File: config.mk
export PLATFORM = sky130hd
export DESIGN_NAME = dmem_responder
export DESIGN_NICKNAME = d
export VERILOG_FILES = /design/src/rtl/mem_pkg.sv /design/src/rtl/dmem_array.sv /design/src/rtl/dmem_responder.sv
export SDC_FILE = /design/constraint.sdc
export NUM_CORES = 2
export LEC_CHECK = 0
export BUFFER_PORTS_ARGS = -buffer_cell sky130_fd_sc_hd__buf_2
export CAP_MARGIN = 10
export CELL_PAD_IN_SITES_DETAIL_PLACEMENT = 1
export CELL_PAD_IN_SITES_GLOBAL_PLACEMENT = 2
export CORE_MARGIN = 4
export CORE_UTILIZATION = 48
export DETAILED_ROUTE_END_ITERATION = 8
export PLACE_DENSITY_LB_ADDON = 0.05
export SYNTH_ARGS = -nofsm -noshare
export SYNTH_HDL_FRONTEND = slang
export SYNTH_SLANG_ARGS = --single-unit
File: constraint.sdc
create_clock -name clk -period 5.3 [get_ports clk]
set_clock_uncertainty 0.15 [all_clocks]
set_input_delay 0.265 -clock clk [delete_from_list [all_inputs] [get_ports clk]]
set_output_delay 0.265 -clock clk [all_outputs]
set_load 0.02 [all_outputs]
File: src/rtl/mem_pkg.sv
// Shared types and default sizing for the data-memory responder.
package mem_pkg;
  typedef enum logic [1:0] {IDLE = 2'd0, BUSY = 2'd1, RESP = 2'd2} state_e;
  localparam int DEFAULT_DEPTH   = 64;
  localparam int DEFAULT_LATENCY = 2;
endpackage

File: src/rtl/dmem_array.sv
// DEPTH x 32 word storage: one synchronous write port, one asynchronous read port, no reset.
module dmem_array #(
  parameter int DEPTH = 64,
  parameter int AW    = $clog2(DEPTH)
) (
  input  logic          clk,
  input  logic          we,
  input  logic [AW-1:0] waddr,
  input  logic [31:0]   wdata,
  input  logic [AW-1:0] raddr,
  output logic [31:0]   rdata
);
  logic [31:0] mem [DEPTH];

  always_ff @(posedge clk) begin
    if (we) mem[waddr] <= wdata;
  end

  assign rdata = mem[raddr];
endmodule

File: src/rtl/dmem_responder.sv
// Fixed-latency data-memory responder: accepts one request, answers with a one-cycle strobe
// LATENCY edges later, and flags misaligned or out-of-range addresses.
module dmem_responder
  import mem_pkg::*;
#(
  parameter int DEPTH   = DEFAULT_DEPTH,
  parameter int LATENCY = DEFAULT_LATENCY
) (
  input  logic        clk,
  input  logic        reset,
  input  logic        req_valid,
  output logic        req_ready,
  input  logic        req_write,
  input  logic [31:0] req_addr,
  input  logic [31:0] req_wdata,
  output logic        rsp_valid,
  output logic [31:0] rsp_rdata,
  output logic        rsp_err
);
  localparam int       AW       = $clog2(DEPTH);
  localparam bit [2:0] LAT_LAST = 3'(LATENCY - 1);

  generate
    if (LATENCY < 1 || LATENCY > 7) begin : g_bad_latency
      $error("dmem_responder: LATENCY must be 1..7");
    end
    if (DEPTH < 4 || DEPTH > 1024 || (DEPTH & (DEPTH - 1)) != 0) begin : g_bad_depth
      $error("dmem_responder: DEPTH must be a power of two in 4..1024");
    end
  endgenerate

  state_e      state_q, state_d;
  logic [2:0]  cnt_q, cnt_d;
  logic        wr_q, wr_d;
  logic [31:0] addr_q, addr_d;
  logic [31:0] wdata_q, wdata_d;
  logic        req_ready_q, req_ready_d;
  logic        rsp_valid_q, rsp_valid_d;
  logic        rsp_err_q, rsp_err_d;
  logic [31:0] rsp_rdata_q, rsp_rdata_d;

  logic          accept, enter_resp;
  logic          cur_wr, cur_err;
  logic [31:0]   cur_addr, cur_wdata, rd_data;
  logic [AW-1:0] cur_idx;
  logic          we;

  assign accept = req_valid && (state_q == IDLE);

  // With LATENCY=1 RESP is entered on the accepting edge, so the latches are not yet loaded.
  assign cur_addr  = accept ? req_addr  : addr_q;
  assign cur_wdata = accept ? req_wdata : wdata_q;
  assign cur_wr    = accept ? req_write : wr_q;
  assign cur_idx   = cur_addr[AW+1:2];
  assign cur_err   = (cur_addr[1:0] != 2'b00) || (cur_addr[31:AW+2] != '0);

  always_comb begin
    state_d = state_q;
    cnt_d   = cnt_q;
    wr_d    = wr_q;
    addr_d  = addr_q;
    wdata_d = wdata_q;
    case (state_q)
      IDLE: begin
        if (req_valid) begin
          wr_d    = req_write;
          addr_d  = req_addr;
          wdata_d = req_wdata;
          if (LATENCY == 1) begin
            state_d = RESP;
          end else begin
            state_d = BUSY;
            cnt_d   = 3'd1;
          end
        end
      end
      BUSY: begin
        if (cnt_q == LAT_LAST) begin
          state_d = RESP;
          cnt_d   = 3'd0;
        end else begin
          cnt_d = cnt_q + 3'd1;
        end
      end
      RESP:    state_d = IDLE;
      default: state_d = IDLE;
    endcase
  end

  assign enter_resp = (state_d == RESP) && (state_q != RESP);
  assign we         = enter_resp && cur_wr && !cur_err;

  always_comb begin
    req_ready_d = (state_d == IDLE);
    rsp_valid_d = enter_resp;
    rsp_err_d   = enter_resp && cur_err;
    rsp_rdata_d = (enter_resp && !cur_wr && !cur_err) ? rd_data : 32'd0;
  end

  always_ff @(posedge clk or posedge reset) begin
    if (reset) begin
      state_q     <= IDLE;
      cnt_q       <= 3'd0;
      wr_q        <= 1'b0;
      addr_q      <= 32'd0;
      wdata_q     <= 32'd0;
      req_ready_q <= 1'b1;
      rsp_valid_q <= 1'b0;
      rsp_err_q   <= 1'b0;
      rsp_rdata_q <= 32'd0;
    end else begin
      state_q     <= state_d;
      cnt_q       <= cnt_d;
      wr_q        <= wr_d;
      addr_q      <= addr_d;
      wdata_q     <= wdata_d;
      req_ready_q <= req_ready_d;
      rsp_valid_q <= rsp_valid_d;
      rsp_err_q   <= rsp_err_d;
      rsp_rdata_q <= rsp_rdata_d;
    end
  end

  dmem_array #(.DEPTH(DEPTH)) u_array (
    .clk   (clk),
    .we    (we),
    .waddr (cur_idx),
    .wdata (cur_wdata),
    .raddr (cur_idx),
    .rdata (rd_data)
  );

  assign req_ready = req_ready_q;
  assign rsp_valid = rsp_valid_q;
  assign rsp_err   = rsp_err_q;
  assign rsp_rdata = rsp_rdata_q;
endmodule

==> run metrics <==
Buffers on Ports 102; CTS tree built; post-synthesis sequential area ratio 83.1%; Initial Util 48.5%; Clk pwr share 29.5%; CP endpoint kind flop; Slew Limit Fails 0; die area 167000 um2; core area 159000 um2; DR WL/cell 38.2 um; Syn Area/Cell 18.3 um2; Detailed Route Iter0 Violations 5712; Seq pwr share 42.9%; switching power 16900 uW; Syn Nets 4286; Reg2Reg Depth 8; Final Instance Area 90200 um2; leakage 0.0287 uW; FF-to-FF End rsp_rdata[27]; critical path fanouts, max 32; switching share of power 33.5%; Congestion Overflow GR 0; crit path kind flop to flop; Netlist cell types 41; layout cells sized above 1 16.8%; Detail Route Antenna Nets 0; vias in the first global route 46.9k; Fmax achieved 0.205 GHz; Clock transition at path regs 0.06 ns; total CTS buffers 215; crit path DAT 5.36 ns; worst reg2reg startpoint state_q[1]; Chip Height 409 um; DR DRC count 0; Placer Congestion 0.808; Ys Warns 0; row count 146; Hold Path Depth 4; Hold Slack 0.000289 ns; Min-Delay Path Class input pin to flop; pin slew with the least headroom to its limit 1.22 ns; drt pass-1 iters 6; DIE WIDTH 409 um; Setup Fix Bufs, Post-CTS 0; area grow syn2layout 16.9%; Worst Hold End wdata_q[24]; DR vias/cell 6.66; Logic pwr share 27.6%; setup TNS 0 ns; placed instance area 82600 um2; fin crit share 91.9%; Ports 103; Fin. Hold Viols 0; PwrDens 561 nW/um2; Register-to-Register Setup Slack 0.43 ns; Layout Utilization 56.7%; outcome complete, no violations; Worst EP required 5.79 ns; GRT Overall Usage 31.3%; global-route wire length before repair 371 mm; Root Driver clkbuf_16; Non-Filler Instances 6940; post-layout minimum cycle time 4.87 ns; clk buf depth 3; CP Launch Type flop; synthesized cell area 77100 um2; Final setup viols 0; Worst-Skew Late Latency 0.85 ns; H-tree depth 4; unrepaired setup endpoints after global routing false; relative slew slack 16.7%; Int Power 33600 uW; largest net degree at the start of global routing 82; sinks on the clock net 2153; biggest area consumer among synthesized cells edfxtp_1; DP Wirelength 153 mm; fill cell count 14.0k; top-area cell type share of the netlist area 79.7%; drt total wl 265 mm; Syn Inst Count 4218; vias 46.2k; Hold Crit Start req_wdata[24]; Seq cells post-synth 2153; Worst VDD drop 0.000409 V; synth top area cells edfxtp_1, o22ai_1, dfrtp_1; final net count 4673; placed insts 6466; antenna violations before repair 8; Max Cap Violations 0
==> synthesized netlist by cell type (all sizes together) <==
cell and number:
dfstp 1, nand3 9, buf 176, inv 6, nor4b 1, or4 1, nor2 76, nand4b 1
nor3b 8, nor2b 5, nand4 1, o221ai 273, a21oi 7, nand2 200, nor3 248, o21ai 7
edfxtp 2048, a22o 8, dfrtp 104, a221oi 8, o22ai 596, mux2i 12, o211ai 1, a21boi 1
o21bai 1, a31oi 8, nand3b 2, mux2 7, nor4 39, o22a 243, nor4bb 1, and3b 4
or3b 1, clkbuf 98, a22oi 16
==> final cells by class <==
| type | instances | area (um2) | share of cell area (%) |
|---|---|---|---|
| Inverter | 6 | 27.5 | 0.0305 |
| Clock buffer | 294 | 5890 | 6.53 |
| Sequential cell | 2153 | 64100 | 71.1 |
| Multi-Input combinational cell | 1785 | 12400 | 13.8 |
| Timing Repair Buffer | 444 | 4050 | 4.49 |
| Tap cell | 2146 | 2690 | 2.98 |
| Clock inverter | 109 | 988 | 1.10 |
| Antenna cell | 3 | 7.51 | 0.00832 |
==> logic make-up (layout without fill, tap and decap cells) <==
logic type / Yosys count / after routing / share of synthesized area, %
muxes: 19 / 19 / 0.365
and+or+nand+nor: 597 / 597 / 3.58
DFF: 2153 / 2153 / 83.1
other: 0 / 3 / 0
AOI/OAI and AO/OA: 1169 / 1169 / 11.2
buffers and inverters: 280 / 853 / 1.70
==> layout by cell type (no fill, tap or decap), drive strengths merged, types with 2 or more instances in the layout <==
cell type	netlist	layout
a21oi	7	7
a221oi	8	8
a22o	8	8
a22oi	16	16
a31oi	8	8
and3b	4	4
buf	176	377
bufinv	0	13
clkbuf	98	294
clkinv	0	87
clkinvlp	0	6
dfrtp	104	104
diode	0	3
dlygate4sd3	0	67
edfxtp	2048	2048
inv	6	9
mux2	7	7
mux2i	12	12
nand2	200	200
nand3	9	9
nand3b	2	2
nor2	76	76
nor2b	5	5
nor3	248	248
nor3b	8	8
nor4	39	39
o21ai	7	7
o221ai	273	273
o22a	243	243
o22ai	596	596
==> metrics by stage <==
stage               power, uW  setup WS (ns)
CTS                     50700          0.366
floorplan               29100           1.30
global placement        35600          0.407
global route            52200          0.310
finish                  50600          0.428
detailed placement      35900          0.415
==> critical path, cell delays in order, from the launching register on <==
cell	delay (ns)
dfrtp_1	0.49
or3b_4	0.63
mux2i_4	1.09
buf_4	0.46
o22a_1	0.20
o221ai_1	0.11
nor3_1	0.61
o22ai_1	0.19
nor4_1	0.70
==> state kept, by name, indices dropped and copies added, names as in the netlist <==
| signal | flops |
|---|---|
| addr_q | 32 |
| cnt_q | 3 |
| req_ready | 1 |
| rsp_err | 1 |
| rsp_rdata | 32 |
| rsp_valid | 1 |
| state_q | 2 |
| u_array.mem | 2048 |
| wdata_q | 32 |
| wr_q | 1 |
==> metal layers <==
layer | global-route usage (%) | share of wire, %
met2 | 50.7 | 48
met4 | 9.71 | 3.3
met5 | 0 | 0
met1 | 44.5 | 41
met3 | 4.44 | 7.4
==> timing repair <==
action	4_1_cts	5_1_grt
endpoints found under the hold margin	172	11
setup endpoints to repair	0	0
hold buffers	66	1
gates resized for setup	0	0
==> worst max-delay path by stage <==
stage | from | to | slack, ns | depth (start not counted)
after floorplan | state_q[1] | u_array.mem[3][0] | 1.30 | 8
after global placement | state_q[1] | rsp_rdata[27] | 0.41 | 8
after detailed placement | state_q[1] | rsp_rdata[27] | 0.42 | 8
after CTS | state_q[1] | rsp_rdata[27] | 0.37 | 8
after global routing | state_q[1] | rsp_rdata[27] | 0.31 | 8
final | state_q[1] | rsp_rdata[27] | 0.43 | 8
==> power groups by stage <==
stage	combinational [uW]	sequential, uW	clock (uW)
final	14000	21700	14900
after global placement	13600	22000	0
after detailed placement	13800	22100	0
after CTS	13900	21700	15100
after global routing	14600	21700	15900
after floorplan	7010	22100	0
Power figures use the tool's default switching activity.
